$ cat config.mk
export PLATFORM = sky130hd
export DESIGN_NAME = uart_tx_fifo
export DESIGN_NICKNAME = d
export VERILOG_FILES = /design/src/rtl/uart_pkg.sv /design/src/rtl/uart_fifo_mem.sv /design/src/rtl/uart_tx_fifo.sv
export SDC_FILE = /design/constraint.sdc
export NUM_CORES = 1
export LEC_CHECK = 0
export CAP_MARGIN = 0
export CELL_PAD_IN_SITES_DETAIL_PLACEMENT = 1
export CELL_PAD_IN_SITES_GLOBAL_PLACEMENT = 2
export CORE_MARGIN = 2
export CORE_UTILIZATION = 45
export DETAILED_ROUTE_END_ITERATION = 6
export GPL_TIMING_DRIVEN = 0
export PLACE_DENSITY_LB_ADDON = 0.1
export SETUP_SLACK_MARGIN = 0.05
export SYNTH_ARGS = -nofsm -noshare
export SYNTH_HDL_FRONTEND = slang
export SYNTH_SLANG_ARGS = --single-unit
export TNS_END_PERCENT = 5
$ cat constraint.sdc
create_clock -name clk -period 3.5 [get_ports clk]
set_input_delay 0.7 -clock clk [delete_from_list [all_inputs] [get_ports clk]]
set_output_delay 0.7 -clock clk [all_outputs]
set_load 0.05 [all_outputs]
$ cat src/rtl/uart_pkg.sv
// Shared UART definitions: data width and the send-FSM state encoding used by
// the TX FIFO front end and the UART transmitter.
package uart_pkg;

    localparam int UART_DATA_W = 8;

    typedef enum logic [1:0] {
        IDLE = 2'd0,
        SEND = 2'd1,
        WAIT = 2'd2
    } send_state_e;

endpackage

$ cat src/rtl/uart_fifo_mem.sv
// Synchronous circular-buffer FIFO for the UART TX path. DEPTH must be a power
// of two (>= 2) so the pointers wrap by natural overflow.
module uart_fifo_mem
    import uart_pkg::*;
#(
    parameter int DEPTH = 16
) (
    input  logic                   clk,
    input  logic                   rst,
    input  logic                   i_push,
    input  logic [UART_DATA_W-1:0] i_wdata,
    input  logic                   i_pop,
    output logic [UART_DATA_W-1:0] o_rdata,
    output logic                   o_full,
    output logic                   o_empty,
    output logic [$clog2(DEPTH):0] o_count
);

    localparam int            AW       = $clog2(DEPTH);
    localparam logic [AW:0]   CNT_FULL = (AW+1)'(DEPTH);
    localparam logic [AW:0]   CNT_ZERO = (AW+1)'(0);
    localparam logic [AW:0]   CNT_ONE  = (AW+1)'(1);
    localparam logic [AW-1:0] PTR_ONE  = AW'(1);

    logic [UART_DATA_W-1:0] r_mem [DEPTH];
    logic [AW-1:0]          r_wptr;
    logic [AW-1:0]          r_rptr;
    logic [AW:0]            r_count;
    logic [AW:0]            w_count_nxt;
    logic                   r_full;
    logic                   r_empty;
    logic                   w_do_push;
    logic                   w_do_pop;

    // A pop frees a slot, so a push into a full FIFO is still taken when paired with a pop
    always_comb begin
        w_do_pop  = i_pop && !r_empty;
        w_do_push = i_push && (!r_full || w_do_pop);
        case ({w_do_push, w_do_pop})
            2'b10:   w_count_nxt = r_count + CNT_ONE;
            2'b01:   w_count_nxt = r_count - CNT_ONE;
            default: w_count_nxt = r_count;
        endcase
    end

    // Pointers, occupancy and registered flags
    always_ff @(posedge clk or negedge rst) begin
        if (!rst) begin
            r_wptr  <= {AW{1'b0}};
            r_rptr  <= {AW{1'b0}};
            r_count <= CNT_ZERO;
            r_full  <= 1'b0;
            r_empty <= 1'b1;
        end else begin
            if (w_do_push) begin
                r_wptr <= r_wptr + PTR_ONE;
            end
            if (w_do_pop) begin
                r_rptr <= r_rptr + PTR_ONE;
            end
            r_count <= w_count_nxt;
            r_full  <= (w_count_nxt == CNT_FULL);
            r_empty <= (w_count_nxt == CNT_ZERO);
        end
    end

    // Byte storage, deliberately without reset
    always_ff @(posedge clk) begin
        if (w_do_push) begin
            r_mem[r_wptr] <= i_wdata;
        end
    end

    assign o_rdata = r_mem[r_rptr];
    assign o_full  = r_full;
    assign o_empty = r_empty;
    assign o_count = r_count;

endmodule

$ cat src/rtl/uart_tx_fifo.sv
// Byte FIFO feeding a UART transmitter through a start_send/done handshake.
// Define UART_TX_FIFO_OVF_EN to add the sticky 'overflow' output.
module uart_tx_fifo
    import uart_pkg::*;
#(
    parameter int DEPTH = 16
) (
    input  logic                   clk,
    input  logic                   rst,
    input  logic                   wr_en,
    input  logic [UART_DATA_W-1:0] wr_data,
    output logic                   full,
    output logic                   empty,
    output logic [$clog2(DEPTH):0] count,
    output logic [UART_DATA_W-1:0] tx_byte,
    output logic                   start_send,
    input  logic                   done
`ifdef UART_TX_FIFO_OVF_EN
    ,
    output logic                   overflow
`endif
);

    send_state_e            r_state;
    send_state_e            w_state_nxt;
    logic                   w_pop;
    logic                   r_avail;
    logic                   r_start_send;
    logic [UART_DATA_W-1:0] r_tx_byte;
    logic [UART_DATA_W-1:0] w_head;

    uart_fifo_mem #(
        .DEPTH(DEPTH)
    ) u_mem (
        .clk     (clk),
        .rst     (rst),
        .i_push  (wr_en),
        .i_wdata (wr_data),
        .i_pop   (w_pop),
        .o_rdata (w_head),
        .o_full  (full),
        .o_empty (empty),
        .o_count (count)
    );

    // Send FSM next-state and pop decode; r_avail is a one-cycle-late view of !empty,
    // which is never stale in IDLE because IDLE is at least two cycles after any pop
    always_comb begin
        w_state_nxt = r_state;
        w_pop       = 1'b0;
        case (r_state)
            IDLE: begin
                if (r_avail) begin
                    w_pop       = 1'b1;
                    w_state_nxt = SEND;
                end else begin
                    w_state_nxt = IDLE;
                end
            end
            SEND: w_state_nxt = WAIT;
            WAIT: begin
                if (done) begin
                    w_state_nxt = IDLE;
                end else begin
                    w_state_nxt = WAIT;
                end
            end
            default: w_state_nxt = IDLE;
        endcase
    end

    // State register and registered transmitter-facing outputs
    always_ff @(posedge clk or negedge rst) begin
        if (!rst) begin
            r_state      <= IDLE;
            r_avail      <= 1'b0;
            r_start_send <= 1'b0;
            r_tx_byte    <= {UART_DATA_W{1'b0}};
        end else begin
            r_state      <= w_state_nxt;
            r_avail      <= !empty;
            r_start_send <= (w_state_nxt == SEND);
            if (w_pop) begin
                r_tx_byte <= w_head;
            end
        end
    end

    assign start_send = r_start_send;
    assign tx_byte    = r_tx_byte;

`ifdef UART_TX_FIFO_OVF_EN
    logic r_overflow;

    // Sticky drop flag: a write lost because the FIFO was full with no pop to free a slot
    always_ff @(posedge clk or negedge rst) begin
        if (!rst) begin
            r_overflow <= 1'b0;
        end else if (wr_en && full && !w_pop) begin
            r_overflow <= 1'b1;
        end
    end

    assign overflow = r_overflow;
`endif

endmodule

==> flow_metrics.env <==
export IMPL_yosysWarningCount=0
export IMPL_seq_area_frac_synth=0.722
export IMPL_initial_core_util=0.456
export IMPL_crit_path_start_kind="register"
export IMPL_relSlewSlack=0.0944
export IMPL_finalSetupViolCount=0
export IMPL_powerDensity_nw_per_um2=951
export IMPL_status="complete, no violations"
export IMPL_gp_congestion=0.745
export IMPL_drc=0
export IMPL_port_buffers=27
export IMPL_setup_tns_final_ns=0
export IMPL_min_period_ns=3.21
export IMPL_yosysUniqueCellTypes=40
export IMPL_tightest_slew_ns=1.35
export IMPL_syn_area_per_cell_um2=19.0
export IMPL_post_dp_hpwl_um=8750
export IMPL_placed_cell_area_um2=6760
export IMPL_vdd_ir_drop_max_v=0.000517
export IMPL_antenna_found_initial=0
export IMPL_slew_violations=0
export IMPL_stdcell_area_um2=7430
export IMPL_worstPathArrival_ns=3.56
export IMPL_synthCells=330
export IMPL_grt_pass1_vias=3409
export IMPL_drt_pass1_iterations=4
export IMPL_synthArstFlopShare=0.174
export IMPL_synthFlopType="edfxtp_1"
export IMPL_clock_latency_ns=0.42
export IMPL_rsz0062_at_grt="false"
export IMPL_viasPerCell=5.45
export IMPL_fp_row_count=43
export IMPL_drt_iter0_markers=202
export IMPL_io_pins=28
export IMPL_synth_seq_cells=155
export IMPL_cp_slowest_stage_delay_ns=0.48
export IMPL_antennaDiodeCount=0
export IMPL_crit_path_cell_trace="or3b_2 -> buf_4 -> o21ai_1 -> and2_1 -> buf_6 -> inv_1 -> ha_4 -> xor2_1 -> ha_2 -> o21ai_0 -> a221oi_1 -> o211ai_1 -> xnor2_2 -> nor3b_2"
export IMPL_fin_crit_sh=0.918
export IMPL_clkSinkCount=155
export IMPL_detail_route_antenna_nets=0
export IMPL_overflow=0
export IMPL_p_leak_uw=0.00252
export IMPL_max_freq_ghz=0.311
export IMPL_hold_viol_final=0
export IMPL_area_growth_pct=18.6
export IMPL_dieArea_um2=14900
export IMPL_r2r_start="r_state[1]$_DFF_PN0_"
export IMPL_grt_pass1_wl_um=20900
export IMPL_wl_per_cell_um=23.3
export IMPL_cts_root_buf="clkbuf_16"
export IMPL_grt_max_degree=28
export IMPL_drive_above_1_share=0.213
export IMPL_crit_path_top_delay_cell="or3b_2"
export IMPL_postCtsHoldBufs=0
export IMPL_finClkSkew_ns=0.00586
export IMPL_drv_cap=0
export IMPL_die_w_um=122
export IMPL_cts_buffers=17
export IMPL_critPathKind="register to register"
export IMPL_core_area_um2=13700
export IMPL_synth_edff_count=128
export IMPL_netlist_area_um2=6260
export IMPL_vias=3105
export IMPL_cts_tree="done"
export IMPL_clk_pin_slew_ns=0.06
export IMPL_cp_end_kind="register"
export IMPL_nNetsFinal=397
export IMPL_cp_required_ns=3.85
export IMPL_wirelength_um=13300
export IMPL_syn_num_nets=350
export IMPL_min_path_type="input pin to async pin"
export IMPL_critPathLaunch="r_state[1]$_DFF_PN0_"
export IMPL_cp_max_fo=10
export IMPL_htreeDepth=4
export IMPL_clockBufferDepth=2
export IMPL_fp_dieH_um=122
export IMPL_grt_usage=0.203
power breakdown:
group	internal, µW	switching (µW)	total, µW
Clock	1190	731	1920
Sequential	2330	126	2460
Combinational	1150	1540	2680
flip-flops by register name, summed over array words and instances, names as in the netlist:
name           flops
u_mem.r_rptr       4
r_avail            1
u_mem.r_wptr       4
u_mem.o_empty      1
u_mem.o_full       1
start_send         1
u_mem.r_mem      128
tx_byte            8
r_state            2
u_mem.o_count      5
path summary, 6_finish.rpt:
path                                                to  slack, ns  depth (start not counted)
hold reg to reg                      r_avail$_DFF_PN0_       0.46                          1
max in group asynchronous  u_mem.r_wptr[1]$_DFFE_PN0P_       2.80                          1
hold / removal              u_mem.o_count[1]$_DFF_PN0_       0.29                          1
setup reg to reg                u_mem.o_full$_DFF_PN0_       0.29                         14
setup / recovery                u_mem.o_full$_DFF_PN0_       0.29                         14
min in group clk                     r_avail$_DFF_PN0_       0.46                          1
placed cells by master, fill, tap and decap left out, types with 2 or more instances in the layout:
cell and count:
a221o_1 8, buf_1 6, inv_1 6, dfrtp_1 26
mux4_1 8, edfxtp_1 128, nand2_1 9, buf_6 3
clkdlybuf4s50_1 26, clkbuf_16 17, nor2_1 16, clkbuf_1 7
mux2i_1 8, xor2_1 3, clkinv_1 2, xnor2_1 7
mux4_2 24, inv_6 3, clkinvlp_4 5, and2_1 3
bufinv_16 4, ha_1 6, mux2_2 11, o21ai_0 3
buf_2 2, nor2b_1 3, buf_4 3, nand4_1 2
a21oi_1 2, nor3_1 13, nand2b_1 3
synthesized netlist by cell type, types with 4 or more instances:
master      n  area share
a221o_1     8       0.013
buf_1       6      0.0036
nand2_1     9      0.0054
inv_1       6      0.0036
nor2_1     17       0.010
mux4_2     24       0.086
mux4_1      8       0.034
nor3_1     14       0.011
xnor2_1     8       0.011
edfxtp_1  128        0.61
mux2_2     11       0.020
ha_1        8       0.016
o21ai_0     4      0.0032
mux2i_1     8       0.013
clkbuf_1    8      0.0048
dfrtp_1    26        0.10
critical path: cells and delay by family, from the launching register on:
kind	cells	cell delay, ns
adders and majority gates	2	0.43
DFF	1	0.38
and+or+nand+nor	3	0.82
AOI/OAI and AO/OA	4	0.70
buffers and inverters	3	0.41
xor gates and xnor gates	2	0.41
per-stage QoR:
| step | power (µW) | std cells | setup WS [ns] | utilization | hold slack (ns) |
|---|---|---|---|---|---|
| 6_report | 7060 | 570 | 0.287 | 0.541 | 0.285 |
| 3_5_place_dp | 5120 | 537 | 0.000745 | 0.493 | 0.449 |
| 2_1_floorplan | 4330 | 330 | 0.444 | - | 0.404 |
| 5_1_grt | 7440 | 570 | 0.0516 | 0.541 | 0.323 |
| 4_1_cts | 7080 | 569 | 0.0627 | 0.539 | 0.466 |
| 3_3_place_gp | 5040 | 537 | 0.119 | 0.493 | 0.451 |
cell families after synthesis:
kind of cell / Yosys count / synth area share
AND/OR/NAND/NOR: 57 / 0.0454
flip-flops: 155 / 0.722
multiplexers: 51 / 0.152
AO/OA/AOI/OAI: 21 / 0.0266
buffers and inverters: 27 / 0.0224
XOR/XNOR: 11 / 0.0154
adder cells (fa/ha/maj): 8 / 0.0160
routing by layer:
| layer | global-route usage | vias up | wire, µm |
|---|---|---|---|
| met5 | 0 | - | 0 |
| met3 | 0.0473 | 19 | 376 |
| met1 | 0.271 | 1630 | 6050 |
| met2 | 0.324 | 48 | 6580 |
| met4 | 0.0848 | 0 | 291 |
| li1 | - | 1408 | - |
cell type report:
cell class / instances / area (µm²)
tap: 180 / 225
buffer: 20 / 120
multi-input combinational: 148 / 1640
sequential: 155 / 4520
fill: 1226 / 6290
clock inverter: 15 / 196
clock buffer: 17 / 425
timing repair buffer: 29 / 280
inverter: 6 / 22.5
repair_timing:
item | 4_1_cts | 5_1_grt
buffers inserted | 1 | 1
gates resized for setup | 2 | 9
setup endpoints to repair | 2 | 3
pin swaps | 2 | 3
hold endpoints to repair | 0 | 0
No activity file was read; power rests on OpenSTA's default activity.
